`config.mk`:
```
export PLATFORM = sky130hd
export DESIGN_NAME = bus_rr_arbiter
export DESIGN_NICKNAME = d
export VERILOG_FILES = /design/src/rtl/bus_rr_arbiter.sv
export SDC_FILE = /design/constraint.sdc
export NUM_CORES = 1
export LEC_CHECK = 0
export ABC_AREA = 1
export CORE_MARGIN = 1
export CORE_UTILIZATION = 38
export CTS_CLUSTER_DIAMETER = 30
export DETAILED_ROUTE_END_ITERATION = 6
export PLACE_DENSITY = 0.82
export SLEW_MARGIN = 20
export SYNTH_ARGS = -nofsm -noshare
export SYNTH_HDL_FRONTEND = slang
export SYNTH_SLANG_ARGS = --single-unit
```
`constraint.sdc`:
```
create_clock -name clk -period 1.9 [get_ports clk]
set_input_delay 0.285 -clock clk [delete_from_list [all_inputs] [get_ports clk]]
set_output_delay 0.285 -clock clk [all_outputs]
set_load 0.01 [all_outputs]
```
`src/rtl/bus_rr_arbiter.sv`:
```
// bus_rr_arbiter: round-robin arbiter and packet router for the shared driver bus.
// Grants one pending FIFO at a time, pops its head packet, then pushes the packet
// to the destination named in its top byte. Unaddressable packets are dropped
// and counted in a saturating counter.
// Optional feature: define BUS_ARB_BCAST_EN to deliver packets addressed to
// `bcast` to every driver except the source.
module bus_rr_arbiter #(
    parameter int unsigned drvrs   = 4,
    parameter int unsigned pckg_sz = 16,
    parameter logic [7:0]  bcast   = 8'hFF
) (
    input  logic                       clk,
    input  logic                       reset,
    input  logic [drvrs-1:0]           pndng,
    input  logic [drvrs*pckg_sz-1:0]   D_pop,
    output logic [drvrs-1:0]           pop,
    output logic [drvrs-1:0]           push,
    output logic [pckg_sz-1:0]         D_push,
    output logic [3:0]                 gnt_id,
    output logic                       busy,
    output logic [7:0]                 drop_cnt
);

`ifdef BUS_ARB_BCAST_EN
    localparam bit BcastEn = 1'b1;
`else
    localparam bit BcastEn = 1'b0;
`endif

    typedef enum logic [1:0] {IDLE, POP, PUSH} state_t;

    state_t               state_q, state_d;
    logic [3:0]           rr_q, rr_d;
    logic [3:0]           gnt_q, gnt_d;
    logic [3:0]           pick;
    logic                 found;
    int unsigned          cand;
    logic [pckg_sz-1:0]   slice;
    logic [pckg_sz-1:0]   pkt_q, pkt_d;
    logic [7:0]           dest;
    logic                 is_bcast, is_valid;
    logic [7:0]           drop_q, drop_d;
    logic [drvrs-1:0]     pop_q, pop_d;
    logic [drvrs-1:0]     push_q, push_d;
    logic                 busy_q, busy_d;

    // Round-robin pick: first pending requester at or after rr_q, wrapping around.
    always_comb begin
        found = 1'b0;
        pick  = '0;
        cand  = 0;
        for (int unsigned k = 0; k < drvrs; k++) begin
            cand = 32'(rr_q) + k;
            if (cand >= drvrs) cand = cand - drvrs;
            for (int unsigned j = 0; j < drvrs; j++) begin
                if (!found && pndng[j] && (cand == j)) begin
                    found = 1'b1;
                    pick  = 4'(j);
                end
            end
        end
    end

    // Head packet of the granted driver and classification of its destination.
    always_comb begin
        slice = '0;
        for (int unsigned i = 0; i < drvrs; i++) begin
            if (gnt_q == 4'(i)) slice = D_pop[i*pckg_sz +: pckg_sz];
        end
        dest     = slice[pckg_sz-1 -: 8];
        is_bcast = BcastEn && (dest == bcast);
        is_valid = (dest < 8'(drvrs)) && (dest != {4'b0000, gnt_q});
    end

    // State register.
    always_ff @(posedge clk) begin
        if (!reset) state_q <= IDLE;
        else        state_q <= state_d;
    end

    // Next-state logic: IDLE waits for a request, POP and PUSH each last one cycle.
    always_comb begin
        state_d = state_q;
        case (state_q)
            IDLE:    if (found) state_d = POP;
            POP:     state_d = PUSH;
            PUSH:    state_d = IDLE;
            default: state_d = IDLE;
        endcase
    end

    // Output and datapath next values; the push decision is made while the
    // packet is captured so that push and D_push appear together.
    always_comb begin
        pop_d  = '0;
        push_d = '0;
        gnt_d  = gnt_q;
        rr_d   = rr_q;
        pkt_d  = pkt_q;
        drop_d = drop_q;
        busy_d = (state_d != IDLE);
        case (state_q)
            IDLE: begin
                if (found) begin
                    gnt_d = pick;
                    for (int unsigned j = 0; j < drvrs; j++) begin
                        pop_d[j] = (pick == 4'(j));
                    end
                end
            end
            POP: begin
                pkt_d = slice;
                rr_d  = ((32'(gnt_q) + 32'd1) >= drvrs) ? '0 : gnt_q + 4'd1;
                if (is_bcast) begin
                    for (int unsigned j = 0; j < drvrs; j++) begin
                        push_d[j] = (gnt_q != 4'(j));
                    end
                end else if (is_valid) begin
                    for (int unsigned j = 0; j < drvrs; j++) begin
                        push_d[j] = (dest == 8'(j));
                    end
                end else if (drop_q != 8'hFF) begin
                    drop_d = drop_q + 8'd1;
                end
            end
            default: ;
        endcase
    end

    // Registered outputs and datapath state.
    always_ff @(posedge clk) begin
        if (!reset) begin
            pop_q  <= '0;
            push_q <= '0;
            gnt_q  <= '0;
            rr_q   <= '0;
            pkt_q  <= '0;
            drop_q <= '0;
            busy_q <= 1'b0;
        end else begin
            pop_q  <= pop_d;
            push_q <= push_d;
            gnt_q  <= gnt_d;
            rr_q   <= rr_d;
            pkt_q  <= pkt_d;
            drop_q <= drop_d;
            busy_q <= busy_d;
        end
    end

    assign pop      = pop_q;
    assign push     = push_q;
    assign D_push   = pkt_q;
    assign gnt_id   = gnt_q;
    assign busy     = busy_q;
    assign drop_cnt = drop_q;

endmodule

```
---- Word-level counts from Yosys, hierarchy flattened ----
Index checks and enable logic that the tools add are counted.
word-level totals
  flip-flop bits (word level) ............. 43
  bits of input ports ..................... 70
  output and inout bits ................... 37
  logic and storage cells ................. 151
cells by class
  add/sub/neg operators ................... 10
  order comparisons ....................... 6
  eq/ne operators ......................... 24
  muxes and demuxes ....................... 42
  bitwise gates (word level) .............. 1
  reduce and logical (&&, ||, !) cells .... 60
operator list
  cell                                                               count
  equality test 32 x 2 -> 1 bit, second input constant               8
  equality test 32 x 1 -> 1 bit, second input constant               4
  logical NOT 32 bit                                                 4
  two-way mux 32 bit                                                 4
  two-way mux 16 bit                                                 4
  two-way mux 4 bit                                                  15
  logical AND 1 bit                                                  32
  greater-or-equal comparator 5 x 3 -> 1 bit, second input constant  4
  subtractor 5 x 3 -> 6 bit, second input constant                   3
  two-way mux 1 bit                                                  17
  equality test 4 x 2 -> 1 bit, second input constant                4
  equality test 8 x 2 -> 1 bit, second input constant                2
  logical NOT 1 bit                                                  15
  adder 4 x 1 -> 5 bit, second input constant                        2
  adder 4 x 2 -> 5 bit, second input constant                        2
  AND reduction 3 bit                                                3
  adder 8 x 1 -> 8 bit, second input constant                        1
  equality test 4 x 1 -> 1 bit, second input constant                2
  equality test 8 x 1 -> 1 bit, second input constant                1
  logical NOT 4 bit                                                  2
  logical NOT 8 bit                                                  1
  less-than comparator 8 x 3 -> 1 bit, second input constant         1
  != test 8 x 4 -> 1 bit                                             1
  != test 8 bit, second input constant                               1
  other kinds (10)                                                   10

---- Longest topological paths before layout ----
Gate-level depths: netlist of run 1.
  word-level depth ........................ 68
  depth in mapped cells ................... 17
  mapped depth without buffers ............ 17

---- Least setup slack after synthesis of run 1 ----
Ideal clock, no wire load.
  path kind ............................... register -> register
  start ................................... register gnt_q[1], in the netlist gnt_id[1]
  end ..................................... register drop_q[2], in the netlist drop_cnt[2]
  library setup time ...................... 116 ps
  arrival ................................. 1959 ps
  required time ........................... 1784 ps
  setup slack ............................. -175 ps
  cell stages (with the launch flop) ...... 17
  buffers on the path ..................... 2
  period minus slack after synthesis ...... 2075 ps
  cell sequence ........................... dfxtp_1 -> inv_1 -> ha_1 -> buf_6 -> nor2_8 -> buf_6 -> nand2_1 -> nand2_1 -> o211ai_1 -> nand3_1 -> nand4_2 -> nand2_2 -> nand2_4 -> inv_2 -> nand3_1 -> nand2_1 -> a21oi_1
on the way
  cells in the longest elaborated chain, start to end .. 9
  elaborated cells between the ends (all ways) .. 13
  those cells by class .................... order compare: 1; eq/ne: 4; mux: 4; bitwise: 1; reduce/logical: 3
RTL lines
  what                                                                           line  source
  from (decl)                                                                    34    logic [3:0] gnt_q, gnt_d;
  from (signal assigned)                                                         143   gnt_q <= gnt_d;
  logical NOT 4 bit                                                              68    if (gnt_q == 4'(i)) slice = D_pop[i*pckg_sz +: pckg_sz];
  two-way mux 16 bit (4 in a row)                                                68
  less-than comparator 8 x 3 -> 1 bit or != test 8 x 4 -> 1 bit (tied branches)  72    is_valid = (dest < 8'(drvrs)) && (dest != {4'b0000, gnt_q});
  logical AND 1 bit *                                                            72
  inverter 1 bit (no source line) *                                              n/a
  AND reduction 3 bit (no source line) *                                         n/a
  to (signal assigned)                                                           146   drop_q <= drop_d;
  to (decl)                                                                      42    logic [7:0] drop_q, drop_d;
Mark *: on every way between the ends. The rest lies on a longest branch, timed or not.
A chain may end at the register's enable or synchronous reset.

---- Final worst setup path of run 1 ----
Same ends and word-level chain as after synthesis.

==> impl_metrics.ini, run 1 <==
[route]
drc_markers = 0
detail_route.wirelength_um = 7950
drtPass1Iterations = 4
drtIter0Drc = 192
drtAntennaViolNets = 0
avgViaCountPerCell = 5.203
route.vias.total = 2898
post_drt_wl_per_cell_um = 14.27

[clock_network]
htree_levels = 2
tritoncts = done
clk_transition_reported_paths_ns = 0.08
hold_buffers = 0
cts-root-buf = sky130_fd_sc_hd__clkbuf_8
clock_buffer_depth = 2
clkSinkCount = 40
insertion_delay_ns = 0.30
cts_buffers = 5

[critical_path]
timing_worst_setup_path_type = flip-flop to flip-flop
worstPathMaxFanout = 7
data_arrival_critical_path_ns = 2.29
cpMostUsedCell = sky130_fd_sc_hd__nand2_2
worstReg2RegEnd = drop_cnt[2]$_SDFFE_PN0P_
cpMaxStageDelayCell = sky130_fd_sc_hd__dfxtp_4
cp-start-kind = flip-flop
worst_path_required_time_ns = 2.10
timing.rr.start = gnt_id[1]$_SDFFE_PN0P_
timing.critical_path.cells = inv_4 -> ha_4 -> buf_6 -> a21oi_2 -> nand2_1 -> o211ai_1 -> nand2_2 -> nand2_2 -> nand4_2 -> nand2_2 -> nand2_8 -> inv_8 -> nand3_2 -> nand2_2 -> a21oi_2
worst-r2r-cell-count = 15
critical_path.max_stage_delay_ns = 0.39
crit_path_end_kind = flip-flop
reg2reg_setup_slack_ns = -0.19

[global_route]
largest_net_degree_at_the_start_of_global_routing = 22
number_of_global_route_vias_before_repair = 2745
first_pass_grt_wire_length_um = 12050
number_of_antenna_violations_at_the_first_check_in_global_routing = 0
globalRouteOverflowTotal = 0
track_usage_pct = 23.85

[pwr]
worst_ir_drop_vdd_mv = 0.6423
netSwitchingFraction_pct = 41.00
cellLeakagePower_nw = 1.752
power.share.clock_pct = 12.6
power_per_cell_area_nw_per_um2 = 1083
power.share.combinational_pct = 62.8
p_sw_mw = 1.851
p_total_mw = 4.515
internal_mw = 2.664
sequentialPowerShare_pct = 24.7

[worst_hold_path]
hold_path.class = flip-flop to flip-flop
min_delay_worst_endpoint = D_push[8]$_SDFFE_PN0P_
worst_hold_startpoint = D_push[8]$_SDFFE_PN0P_
min_delay_path_depth = 2

[cells_and_area]
flow.area_growth_from_synthesis_pct = 74.69
multi_input_area_um2 = 1588
layout.core_utilization_pct = 69.61
number_of_antenna_diodes = 0
layout-drive-gt1-share_pct = 25.52
filler_cell_count = 469
layoutNonFillerInstCount = 557
area.sequential_um2 = 815.8
net_total_in_the_final_layout = 556

[synthesis]
syn_inst = 337
yosys_warnings = 0
synth.ff_latch_count = 40
average_footprint_of_a_synthesized_cell_um2 = 7.084
mappedNetlistArea_um2 = 2387
yosysUniqueCellTypes = 36
synth_sequential_area_ratio_pct = 33.54

[timing]
timing.clock.skew_ns = 0.006651
timing.final.max_slew_violations = 0
period_share_pct = 110.0
timing.slew.headroom_pct = 66.42
slew_at_the_pin_with_the_worst_max_slew_slack_ns = 0.5014
totalNegativeSetupSlack_ns = -1.432
grt_setup_unrepaired = yes
fin_ws_ns = -0.1900
final-hold-violation-count = 0
maxClockFrequency_ghz = 0.4785
setup_viol = 16
fin_crit_ns = 2.090

[run]
max_cap_violations = 0

[floorplanning]
initial_core_util_pct = 39.85
core_region_area_um2 = 5991
dieArea_um2 = 6603
die_w_um = 81.26
top_level_ports = 107
floorplan.rows = 28
die_h_um = 81.26

[run_status]
outcome = finished, violations left
violations = negative setup slack

[placed_design]
dp_slack_ns = -0.2789
routabilityCongestion = 0.8091
numPlacedInstances = 532
io_buffer_count = 104
hpwlAfterDp_um = 5622
## logic make-up (layout without fill, tap and decap cells)
family	Yosys count	count (layout)	share of synthesized area [%]
AOI/OAI and AO/OA	84	84	21.54
xor gates and xnor gates	5	5	1.835
adders and majority gates	5	5	2.621
buffers and inverters	54	197	10.27
DFF	40	40	33.54
other	1	2	0.1571
and+or+nand+nor	148	149	30.03
## layer usage
| layer | wire (µm) | global-route usage [%] | vias to the layer above |
|---|---|---|---|
| li1 | - | - | 1430 |
| met5 | 0 | 0 | - |
| met2 | 4238 | 45.67 | 104 |
| met3 | 545 | 6.629 | 17 |
| met4 | 187 | 8.571 | 0 |
| met1 | 2978 | 24.24 | 1347 |
## sequential cells by signal (all words and copies together), names as in the netlist
name      flops
gnt_id        2
rr_q          3
busy          1
push          4
pop           4
D_push       16
state_q       2
drop_cnt      8
## timing repair
item,4_1_cts,5_1_grt
cloned,1,0
endpoints found under the setup margin,20,21
gates resized for setup,33,43
buffers inserted,10,8
pin swaps,18,26
## synth_stat cells
master / count / share of area [%]
sky130_fd_sc_hd__a21oi_1: 28 / 5.9
sky130_fd_sc_hd__a221o_1: 8 / 3.4
sky130_fd_sc_hd__a31oi_1: 1 / 0.26
sky130_fd_sc_hd__buf_2: 4 / 0.84
sky130_fd_sc_hd__buf_4: 2 / 0.63
sky130_fd_sc_hd__buf_6: 4 / 1.9
sky130_fd_sc_hd__clkbuf_1: 6 / 0.94
sky130_fd_sc_hd__clkinv_1: 1 / 0.16
sky130_fd_sc_hd__conb_1: 1 / 0.16
sky130_fd_sc_hd__dfxtp_1: 40 / 34
sky130_fd_sc_hd__ha_1: 5 / 2.6
sky130_fd_sc_hd__inv_1: 35 / 5.5
sky130_fd_sc_hd__inv_2: 2 / 0.31
sky130_fd_sc_hd__nand2_1: 60 / 9.4
sky130_fd_sc_hd__nand2_2: 5 / 1.3
sky130_fd_sc_hd__nand2_4: 1 / 0.47
sky130_fd_sc_hd__nand3_1: 16 / 3.4
sky130_fd_sc_hd__nand3_2: 2 / 0.84
sky130_fd_sc_hd__nand4_1: 3 / 0.79
sky130_fd_sc_hd__nand4_2: 4 / 2.1
sky130_fd_sc_hd__nor2_1: 38 / 6.0
sky130_fd_sc_hd__nor2_2: 3 / 0.79
sky130_fd_sc_hd__nor2_4: 1 / 0.47
sky130_fd_sc_hd__nor2_8: 1 / 0.84
sky130_fd_sc_hd__nor3_1: 10 / 2.1
sky130_fd_sc_hd__nor3_2: 3 / 1.3
sky130_fd_sc_hd__nor3b_1: 1 / 0.31
sky130_fd_sc_hd__o2111ai_1: 1 / 0.37
sky130_fd_sc_hd__o211ai_1: 15 / 4.7
sky130_fd_sc_hd__o21a_1: 2 / 0.63
sky130_fd_sc_hd__o21ai_0: 23 / 4.8
sky130_fd_sc_hd__o21ai_1: 4 / 0.84
sky130_fd_sc_hd__o21ai_2: 1 / 0.37
sky130_fd_sc_hd__o31ai_1: 1 / 0.31
sky130_fd_sc_hd__xnor2_1: 2 / 0.73
sky130_fd_sc_hd__xor2_1: 3 / 1.1
## area by class of cell
class	count	share of cell area [%]
multi-input cells	245	38.07
well taps	75	2.250
clock inverters	3	0.4500
flip-flops and latches	40	19.56
repair buffers	151	34.11
clock buffers	5	1.650
inverters	38	3.900
## metrics by stage
step / instance area (µm²) / hold slack [ns]
2_1_floorplan: 2409 / 0.4787
3_3_place_gp: 3671 / 0.4816
3_5_place_dp: 3671 / 0.4934
4_1_cts: 3949 / 0.5214
5_1_grt: 4170 / 0.5475
6_report: 4170 / 0.5188
## worst max-delay path, delay by kind of cell, from the launching register on
kind	cells	cell delay [ns]
AO/OA/AOI/OAI	3	0.29
adder cells (fa/ha/maj)	1	0.21
buffers and inverters	3	0.32
flip-flops	1	0.39
AND/OR/NAND/NOR	8	0.79
## power by group through the flow
stage / Clock, mW / Sequential (mW) / Combinational, mW
2_1_floorplan: 0 / 1.15 / 1.26
3_3_place_gp: 0 / 1.10 / 2.17
3_5_place_dp: 0 / 1.10 / 2.21
4_1_cts: 0.577 / 1.09 / 2.51
5_1_grt: 0.610 / 1.13 / 3.08
6_report: 0.567 / 1.11 / 2.83
## worst max-delay path by stage
stage / end / startpoint / slack [ns] / cells past startpoint
2_1_floorplan: drop_cnt[2]$_SDFFE_PN0P_ / gnt_id[1]$_SDFFE_PN0P_ / 0.002 / 16
3_3_place_gp: drop_cnt[2]$_SDFFE_PN0P_ / gnt_id[1]$_SDFFE_PN0P_ / -0.15 / 16
3_5_place_dp: pop[3]$_SDFF_PN0_ / pndng[2] / -0.28 / 12
4_1_cts: drop_cnt[2]$_SDFFE_PN0P_ / gnt_id[1]$_SDFFE_PN0P_ / -0.12 / 16
5_1_grt: drop_cnt[4]$_SDFFE_PN0P_ / gnt_id[1]$_SDFFE_PN0P_ / -0.30 / 15
6_report: drop_cnt[2]$_SDFFE_PN0P_ / gnt_id[1]$_SDFFE_PN0P_ / -0.19 / 15
## layout by cell type, fill, tap and decap left out, types with 8 or more instances in the layout
| cell | synthesis | routed |
|---|---|---|
| sky130_fd_sc_hd__nor2_1 | 38 | 36 |
| sky130_fd_sc_hd__a221o_1 | 8 | 8 |
| sky130_fd_sc_hd__clkdlybuf4s50_1 | 0 | 102 |
| sky130_fd_sc_hd__o211ai_1 | 15 | 15 |
| sky130_fd_sc_hd__o21ai_0 | 23 | 16 |
| sky130_fd_sc_hd__buf_4 | 2 | 43 |
| sky130_fd_sc_hd__inv_1 | 35 | 26 |
| sky130_fd_sc_hd__nand2_1 | 60 | 51 |
| sky130_fd_sc_hd__a21oi_1 | 28 | 21 |
| sky130_fd_sc_hd__o21ai_1 | 4 | 9 |
| sky130_fd_sc_hd__nand3_1 | 16 | 12 |
| sky130_fd_sc_hd__nand2_2 | 5 | 10 |
| sky130_fd_sc_hd__dfxtp_1 | 40 | 36 |
Power figures use the tool's default switching activity.
==> run 2: changes to the inputs <==
--- a/config.mk
+++ b/config.mk
@@ -10,7 +10,7 @@
 export CORE_UTILIZATION = 38
 export CTS_CLUSTER_DIAMETER = 30
 export DETAILED_ROUTE_END_ITERATION = 6
-export PLACE_DENSITY = 0.82
+export PLACE_DENSITY = 0.77
 export SLEW_MARGIN = 20
 export SYNTH_ARGS = -nofsm -noshare
 export SYNTH_HDL_FRONTEND = slang
==> impl_metrics.ini, run 2 (synthesis gave the netlist of run 1 again) <==
[floorplanning]
top_level_ports = 107
dieArea_um2 = 6603
die_w_um = 81.26
floorplan.rows = 28
core_region_area_um2 = 5991
initial_core_util_pct = 39.85
die_h_um = 81.26

[route]
drtAntennaViolNets = 0
post_drt_wl_per_cell_um = 14.17
drtIter0Drc = 149
avgViaCountPerCell = 5.147
drtPass1Iterations = 4
route.vias.total = 2908
detail_route.wirelength_um = 8008
drc_markers = 0

[global_route]
first_pass_grt_wire_length_um = 12560
largest_net_degree_at_the_start_of_global_routing = 22
number_of_antenna_violations_at_the_first_check_in_global_routing = 0
number_of_global_route_vias_before_repair = 2878
track_usage_pct = 24.91
globalRouteOverflowTotal = 0

[critical_path]
worstPathMaxFanout = 6
worst_path_required_time_ns = 2.08
cp-endpoint = D_push[9]$_SDFFE_PN0P_
reg2reg_setup_slack_ns = -0.16
data_arrival_critical_path_ns = 2.24
worstReg2RegEnd = D_push[9]$_SDFFE_PN0P_
timing.rr.start = gnt_id[1]$_SDFFE_PN0P_
timing_worst_setup_path_type = flip-flop to flip-flop
cp-start-kind = flip-flop
cp-startpoint = gnt_id[1]$_SDFFE_PN0P_
worst-r2r-cell-count = 13
crit_path_end_kind = flip-flop

[clock_network]
clock_buffer_depth = 2
tritoncts = done
cts-root-buf = sky130_fd_sc_hd__clkbuf_8
cts_buffers = 5
insertion_delay_ns = 0.30
htree_levels = 2
clkSinkCount = 40
clk_transition_reported_paths_ns = 0.08
hold_buffers = 0

[timing]
fin_ws_ns = -0.1589
timing.clock.skew_ns = 0.009159
timing.final.max_slew_violations = 0
maxClockFrequency_ghz = 0.4857
hold_slack_ns = 0.5162
grt_setup_unrepaired = yes
timing.slew.headroom_pct = 59.18
setup_viol = 13
period_share_pct = 108.4
fin_crit_ns = 2.059
final-hold-violation-count = 0
slew_at_the_pin_with_the_worst_max_slew_slack_ns = 0.6095

[cells_and_area]
most_common_library_cell_in_the_layout_ignoring_fill_and_taps = sky130_fd_sc_hd__clkdlybuf4s50_1
filler_cell_count = 468
multi_input_area_um2 = 1498
final_cell_mix = sky130_fd_sc_hd__clkdlybuf4s50_1, sky130_fd_sc_hd__nand2_1, sky130_fd_sc_hd__buf_4, sky130_fd_sc_hd__nor2_1, sky130_fd_sc_hd__dfxtp_1
flow.area_growth_from_synthesis_pct = 72.12
layoutNonFillerInstCount = 565
area.sequential_um2 = 810.8
layout-drive-gt1-share_pct = 22.65
net_total_in_the_final_layout = 564
largest_reg_flops = 16
number_of_antenna_diodes = 0

[placed_design]
io_buffer_count = 104
numPlacedInstances = 532
hpwlAfterDp_um = 5768
dp_slack_ns = -0.2524
routabilityCongestion = 0.8094

[pwr]
worst_ir_drop_vdd_mv = 0.6068
power_per_cell_area_nw_per_um2 = 1111
cellLeakagePower_nw = 1.747

[worst_hold_path]
hold_path.class = flip-flop to flip-flop

[run_status]
outcome = finished, violations left
violations = negative setup slack

[run]
max_cap_violations = 0
run 2: worst min path at each step:
stage,start,end,cells past startpoint
2_1_floorplan,D_pop[50],D_push[2]$_SDFFE_PN0P_,2
3_3_place_gp,D_push[10]$_SDFFE_PN0P_,D_push[10]$_SDFFE_PN0P_,2
3_5_place_dp,D_push[11]$_SDFFE_PN0P_,D_push[11]$_SDFFE_PN0P_,2
4_1_cts,drop_cnt[1]$_SDFFE_PN0P_,drop_cnt[1]$_SDFFE_PN0P_,2
5_1_grt,drop_cnt[4]$_SDFFE_PN0P_,drop_cnt[4]$_SDFFE_PN0P_,2
6_report,drop_cnt[1]$_SDFFE_PN0P_,drop_cnt[1]$_SDFFE_PN0P_,2
run 2: final cells by class:
class | instances | area share (%)
clock buffer | 6 | 2.010
clock inverter | 2 | 0.2436
inverter | 38 | 3.898
multi-input combinational | 246 | 36.45
sequential | 40 | 19.73
tap | 75 | 2.284
timing repair buffer | 158 | 35.38
run 2: timing repair:
| action | CTS | global route |
|---|---|---|
| pin swaps | 13 | 16 |
| setup buffers | 15 | 9 |
| setup endpoints to repair | 20 | 23 |
| resized for setup | 29 | 18 |
| cloned | 2 | 0 |
run 2: power breakdown:
group | switching, mW | internal [mW] | total (mW)
combinational | 1.42 | 1.46 | 2.89
clock | 0.289 | 0.290 | 0.578
sequential | 0.112 | 0.989 | 1.10
total | 1.82 | 2.74 | 4.57
run 2: layer usage:
layer	up-vias	global-route usage, %	part of all wire (%)
li1	1436	-	-
met1	1349	25.58	38
met2	106	46.67	53
met3	17	8.202	7.1
met4	0	8.393	1.7
met5	-	0	0
run 2: per-stage QoR:
step           total power, mW  utilization, %  instance area [µm²]  setup TNS (ns)
2_1_floorplan            2.409               -                 2409               0
3_3_place_gp             3.268           61.28                 3671          -1.604
3_5_place_dp             3.309           61.28                 3671          -2.940
4_1_cts                  4.337           66.44                 3980         -0.1972
5_1_grt                  4.864           68.59                 4109          -3.476
6_report                 4.566           68.59                 4109          -1.306
run 2: critical path, stage by stage, from the launching register on:
cell and delay (ns):
sky130_fd_sc_hd__dfxtp_4 0.39, sky130_fd_sc_hd__inv_4 0.05, sky130_fd_sc_hd__ha_4 0.21, sky130_fd_sc_hd__buf_6 0.15, sky130_fd_sc_hd__a21oi_2 0.12, sky130_fd_sc_hd__nand2_1 0.08, sky130_fd_sc_hd__o211ai_1 0.13, sky130_fd_sc_hd__nand2_2 0.10
sky130_fd_sc_hd__buf_4 0.14, sky130_fd_sc_hd__buf_4 0.12, sky130_fd_sc_hd__buf_4 0.12, sky130_fd_sc_hd__buf_4 0.14, sky130_fd_sc_hd__o21ai_1 0.13, sky130_fd_sc_hd__inv_1 0.07
==> patch 1, RTL diff (flow settings as in run 1) <==
Encoding of `state_t`: now one-hot (3 bits for 3 states).
--- a/src/rtl/bus_rr_arbiter.sv
+++ b/src/rtl/bus_rr_arbiter.sv
@@ -27,7 +27,7 @@
     localparam bit BcastEn = 1'b0;
 `endif
 
-    typedef enum logic [1:0] {IDLE, POP, PUSH} state_t;
+    typedef enum logic [2:0] {IDLE = 3'b001, POP = 3'b010, PUSH = 3'b100} state_t;
 
     state_t               state_q, state_d;
     logic [3:0]           rr_q, rr_d;
Formal check against the unedited RTL: no difference found for any inputs over 10 cycles, from zero or initial values and one cycle with reset low; not proved beyond that.
==> patch 1 against run 1 <==
  * The run still ends with negative setup slack left
  * Sequential cell count increased by 1
  * Cell area increased by 1.4%
  * Count of clock-buffer cells in the layout increased by 3
  * Worst setup slack got worse by 0.085 ns
  * Sequential share of layout area increased by 0.21 points
  * Area after synthesis increased by 1.5%
  * Routed wire length increased by 7.0%
  * Power increased by 5.8%
==> patch 1: results (changes against run 1) <==
Outcome
The run finished, with violations left. The final reports fail on negative setup slack.

Logic synthesis
After synthesis, the cell types taking the most area are dfxtp_1, nand2_1, nor2_1. In the synthesized netlist the dominant register cell turns out to be dfxtp_1. The share of async-settable or async-resettable flops after synthesis was 0% (unchanged). The number of warnings printed during yosys synthesis came to 0 (unchanged). By count the netlist is led by nand2_1, nor2_1, dfxtp_1. The register area share after synthesis was 33.9% (+0.32 points). The number of distinct library cells after synthesis is 35 (-2.8%).

Final layout
The fill cell instance count of the final layout is 455 (-3.0%). The number of antenna diodes is 0 (unchanged). The number of nets in the finished design is 571 (+2.7%).

The flip-flop count of the largest register after layout is 16 (unchanged). The ratio of cells with drive above 1 in the final layout is 26.0% (+0.44 points).

GRT
The global-route usage over all layers is 24.5% (+0.69 points). The number of antenna violations at the first check in global routing is 0 (unchanged). The pin count of the biggest net entering global routing was 23 (+4.5%). The via count of the first global-routing pass was 2860 (+4.2%). The first-pass GRT wire length is 12600 um (+4.8%).

Placement
The weighted congestion reported at the end of routability-driven placement is 0.958 (+18%). The estimated wirelength of the detail-placed design is 5790 um (+2.9%). The number of port buffers is 104 (unchanged).

STA
The final worst clock skew came to 0.00453 ns (-0.00212 ns). The post-route worst setup slack is -0.275 ns (-0.0846 ns). The final-layout setup total negative slack is -2.81 ns (-1.38 ns). The number of endpoints failing setup at the final stage was 18 (+2).

Power and ir drop
The worst vdd rail ir drop is 562 uV (-13%). The leakage component of the power is 1.81 nW (+3.2%).

Clocking
The insertion delay to the later sink of the worst-skew pair is 0.29 ns. The root buffer cell is clkbuf_8. The total of hold buffers inserted after clock tree synthesis is 0 (unchanged). Clock-pin slew was measured on the worst setup and hold paths at 0.07 ns. The maximum buffer depth of the clock tree is 2 (unchanged). The number of CTS-inserted buffers is 5 (unchanged). The number of levels in the clock H-tree is 2 (unchanged).

Setup path
The critical path's slowest cell is dfxtp_4. The arrival time of the worst setup path came to 2.36 ns (+0.07 ns). On the critical path the largest part of the delay comes from compound AO/OA/AOI/OAI gates.

The delay of the slowest cell on the worst path is 0.40 ns. The largest fanout on the critical path is 6 (-1).

Detailed routing
The number of design-rule violations left by the first detailed-router iteration is 139 (-28%). The detailed-router iteration count before antenna repair was 4 (unchanged). The via density per instance is 5.25 (+0.97%). The final routed wirelength across all metal layers was 8500 um (+7.0%).

Min path
The path class of the tightest hold or removal check is reg2reg.
[patch 1: cell types whose count changed after synthesis, sizes merged, moves of 2 or more]
| cell | delta |
|---|---|
| o21ai | -6 |
| nor3 | -3 |
| o211ai | +2 |
| a21oi | -3 |
| clkbuf | +2 |
| nand2 | +13 |
| nor2 | +7 |
| xor2 | +2 |
| inv | +3 |
| nand3 | -4 |
[patch 1: tightest hold or removal path, stage by stage, from the launching register on]
cell	delay (ns)
dfxtp_1	0.33
o211ai_1	0.10
inv_1	0.05
[patch 1: cell type report]
class	instances	area [sq um]	area share, %
multi-input cells	253	1570	37.0
repair buffers	154	1440	34.2
flip-flops and latches	41	836	19.8
inverters	41	176	4.17
clock buffers	8	111	2.63
well taps	75	93.8	2.22
[patch 1: logic make-up (layout without fill, tap and decap cells)]
family / after synthesis / after routing / share of synthesized area [%]
other: 1 / 2 / 0.155
and+or+nand+nor: 161 / 162 / 29.8
xor gates and xnor gates: 7 / 7 / 2.53
buffers and inverters: 59 / 203 / 10.8
AOI/OAI and AO/OA: 77 / 77 / 20.2
adders and majority gates: 5 / 5 / 2.58
DFF: 41 / 41 / 33.9
[patch 1: report_power, final]
part | internal, mW | leakage, nW | switching (mW) | total (mW)
logic | 1.49 | 1.42 | 1.50 | 2.99
clock network | 0.375 | 0.0566 | 0.290 | 0.666
registers | 1.00 | 0.336 | 0.122 | 1.12
total | 2.86 | 1.81 | 1.92 | 4.78
[patch 1: path summary, 6_finish.rpt]
check                                           endpoint  slack, ns                   start  depth (start not counted)
worst min-delay path              D_push[8]$_SDFFE_PN0P_       0.51  D_push[8]$_SDFFE_PN0P_                          2
worst max-delay path            drop_cnt[2]$_SDFFE_PN0P_      -0.27  gnt_id[1]$_SDFFE_PN0P_                         15
worst max register to register  drop_cnt[2]$_SDFFE_PN0P_      -0.27  gnt_id[1]$_SDFFE_PN0P_                         15
worst min register to register    D_push[8]$_SDFFE_PN0P_       0.51  D_push[8]$_SDFFE_PN0P_                          2
[patch 1: repair_timing]
action | CTS | global route
pin swaps | 10 | 22
setup endpoints to repair | 20 | 21
buffers inserted | 9 | 6
resized for setup | 18 | 48
cloned | 1 | 0
[patch 1: metal layers]
metal | global-route usage (%) | part of all wire (%)
met5 | 0 | 0
met2 | 46.6 | 54
met3 | 7.89 | 7.1
met1 | 25.8 | 37
met4 | 5.79 | 1.5
[patch 1: metrics by stage]
step | area (sq um) | util, % | setup slack (ns) | total power [mW] | std cells
after floorplan | 2470 | - | -0.0475 | 2.53 | 352
final | 4230 | 70.1 | -0.275 | 4.78 | 572
after global placement | 3770 | 62.6 | -0.310 | 3.46 | 548
after detailed placement | 3770 | 62.6 | -0.357 | 3.49 | 548
after CTS | 4020 | 66.8 | -0.123 | 4.43 | 566
after global routing | 4230 | 70.1 | -0.402 | 5.08 | 572
==> patch 2, RTL diff (config.mk and constraints of run 1) <==
Without the edit above. Change the parameter `drvrs` from 4 to 8.
--- a/src/rtl/bus_rr_arbiter.sv
+++ b/src/rtl/bus_rr_arbiter.sv
@@ -5,7 +5,7 @@
 // Optional feature: define BUS_ARB_BCAST_EN to deliver packets addressed to
 // `bcast` to every driver except the source.
 module bus_rr_arbiter #(
-    parameter int unsigned drvrs   = 4,
+    parameter int unsigned drvrs   = 8,
     parameter int unsigned pckg_sz = 16,
     parameter logic [7:0]  bcast   = 8'hFF
 ) (
Ports: changed (resized D_pop, pndng, pop and push); port bits go from 107 to 183. The function was not compared with the original's and may differ.
==> patch 2 against run 1 <==
  * The run still ends with negative setup slack left
  * Worst setup slack lost 3.1 ns
  * Worst hold slack lost 0.050 ns
  * Die area grew 110%
  * Sequential cell count grew 10
  * Routed wire length grew to 3.1 times the old value
  * Clock power grew 61%
  * Global-route usage grew 9.6 points
  * Cell area grew 130%
  * Clock skew shrank 0.00086 ns
  * Power grew to 2.5 times the old value
  * Area after synthesis grew 110%
  * Sequential share of layout area shrank 8.8 points
  * Largest cell class unchanged
  * Largest power group unchanged
==> patch 2: results (changes against run 1) <==
Min path
The source of the worst hold timing path is D_push[2]$_SDFFE_PN0P_.

Setup path
The launching point of the worst reg2reg path is rr_q[2]$_SDFFE_PN0P_. The path depth of the worst reg2reg path is 40 (+25). The delay of the slowest cell on the worst path is 0.36 ns (-0.03 ns). The worst flop-to-flop path endpoint is pop[0]$_SDFF_PN0_. The largest fanout on the critical path is 5 (-2).

Clocking
Clock tree synthesis selected as its root buffer the cell clkbuf_16.

Final layout
The number of nets in the finished design is 1371 (+150%).

STA
The post-route worst setup slack is -3.26 ns (-3.07 ns). The number of endpoints failing setup at the final stage is 45 (+29).

GRT
The global-route track usage on met1 is 33.6% (+9.4 points). The via count of the first global-routing pass is 7400 (+170%). The global-route usage over all layers is 33.5% (+9.6 points). The global-route track usage on met3 is 4.69% (-1.9 points). The met2 usage in global routing is 63.3% (+18 points).

Logic synthesis
The average size of a mapped cell is 6.08 sq um (-14%). In the post-synthesis netlist, the biggest area contributors are dfxtp_1, nor2_1, inv_1. The register area share after synthesis is 19.8% (-14 points).

The number of distinct library cells after synthesis is 42 (+17%).

Detailed routing
The via count of the routed design is 7688 (+170%). The met1 wire length is 8590 um (+190%). The wire length on met2 is 12400 um (+190%). The met3 wire length is 1660 um (+200%). The final routed wirelength across all metal layers is 24800 um (+210%).

Placement
The weighted congestion reported at the end of routability-driven placement was 0.989 (+22%). The number of port buffers is 181 (+74%). The estimated wirelength of the detail-placed design is 17300 um (+210%).

Outcome
The checks that failed: negative setup slack. The flow ran to the end, but the final reports show violations.

Power and ir drop
The leakage component of the power is 4.24 nW (+140%). The worst vdd rail ir drop was 633 uV (-1.5%).
patch 2: cell types whose count changed after synthesis, sizes merged, moves of 29 or more:
cell / before / now
nand4: 7 / 37
inv: 37 / 130
o21ai: 28 / 60
nand2: 66 / 132
o211ai: 15 / 44
nor2: 43 / 150
nand3: 18 / 50
patch 2: power breakdown:
| part | switching (mW) | internal, mW | total [mW] |
|---|---|---|---|
| sequential | 0.187 | 1.31 | 1.50 |
| combinational | 4.88 | 4.16 | 9.05 |
| clock | 0.421 | 0.491 | 0.912 |
| total | 5.49 | 5.96 | 11.5 |
patch 2: metrics by stage:
stage	instances	cell area [sq um]	worst slack [ns]	setup TNS, ns
final	1384	9510	-3.26	-69.22
after floorplan	831	5150	-2.90	-50.36
after detailed placement	1334	8360	-3.30	-68.59
after CTS	1369	9070	-3.12	-62.54
after global routing	1384	9510	-3.77	-80.07
after global placement	1334	8360	-3.13	-63.89
patch 2: worst min-delay path: stages, from the launching register on:
cell	delay, ns
dfxtp_1	0.31
nand2_1	0.06
a21oi_1	0.06
patch 2: what timing repair did:
| item | in CTS | in global routing |
|---|---|---|
| buffers inserted | 29 | 19 |
| cloned | 1 | 0 |
| resized for setup | 121 | 90 |
| pin swaps | 43 | 31 |
| setup endpoints to repair | 45 | 45 |
patch 2: area by class of cell:
cell class              instances  area (sq um)
clock buffers                   6           129
clock inverters                 2          13.8
fillers                       865          3260
inverters                     131           532
multi-input cells             620          3990
flip-flops and latches         50          1020
well taps                     172           215
repair buffers                403          3610
patch 2: kinds of logic after synthesis:
group	after synthesis	share of synthesized area (%)
and+or+nand+nor	406	37.3
AOI/OAI and AO/OA	182	23.4
buffers and inverters	161	12.4
DFF	50	19.8
adders and majority gates	22	5.45
xor gates and xnor gates	9	1.56
other	1	0.0743
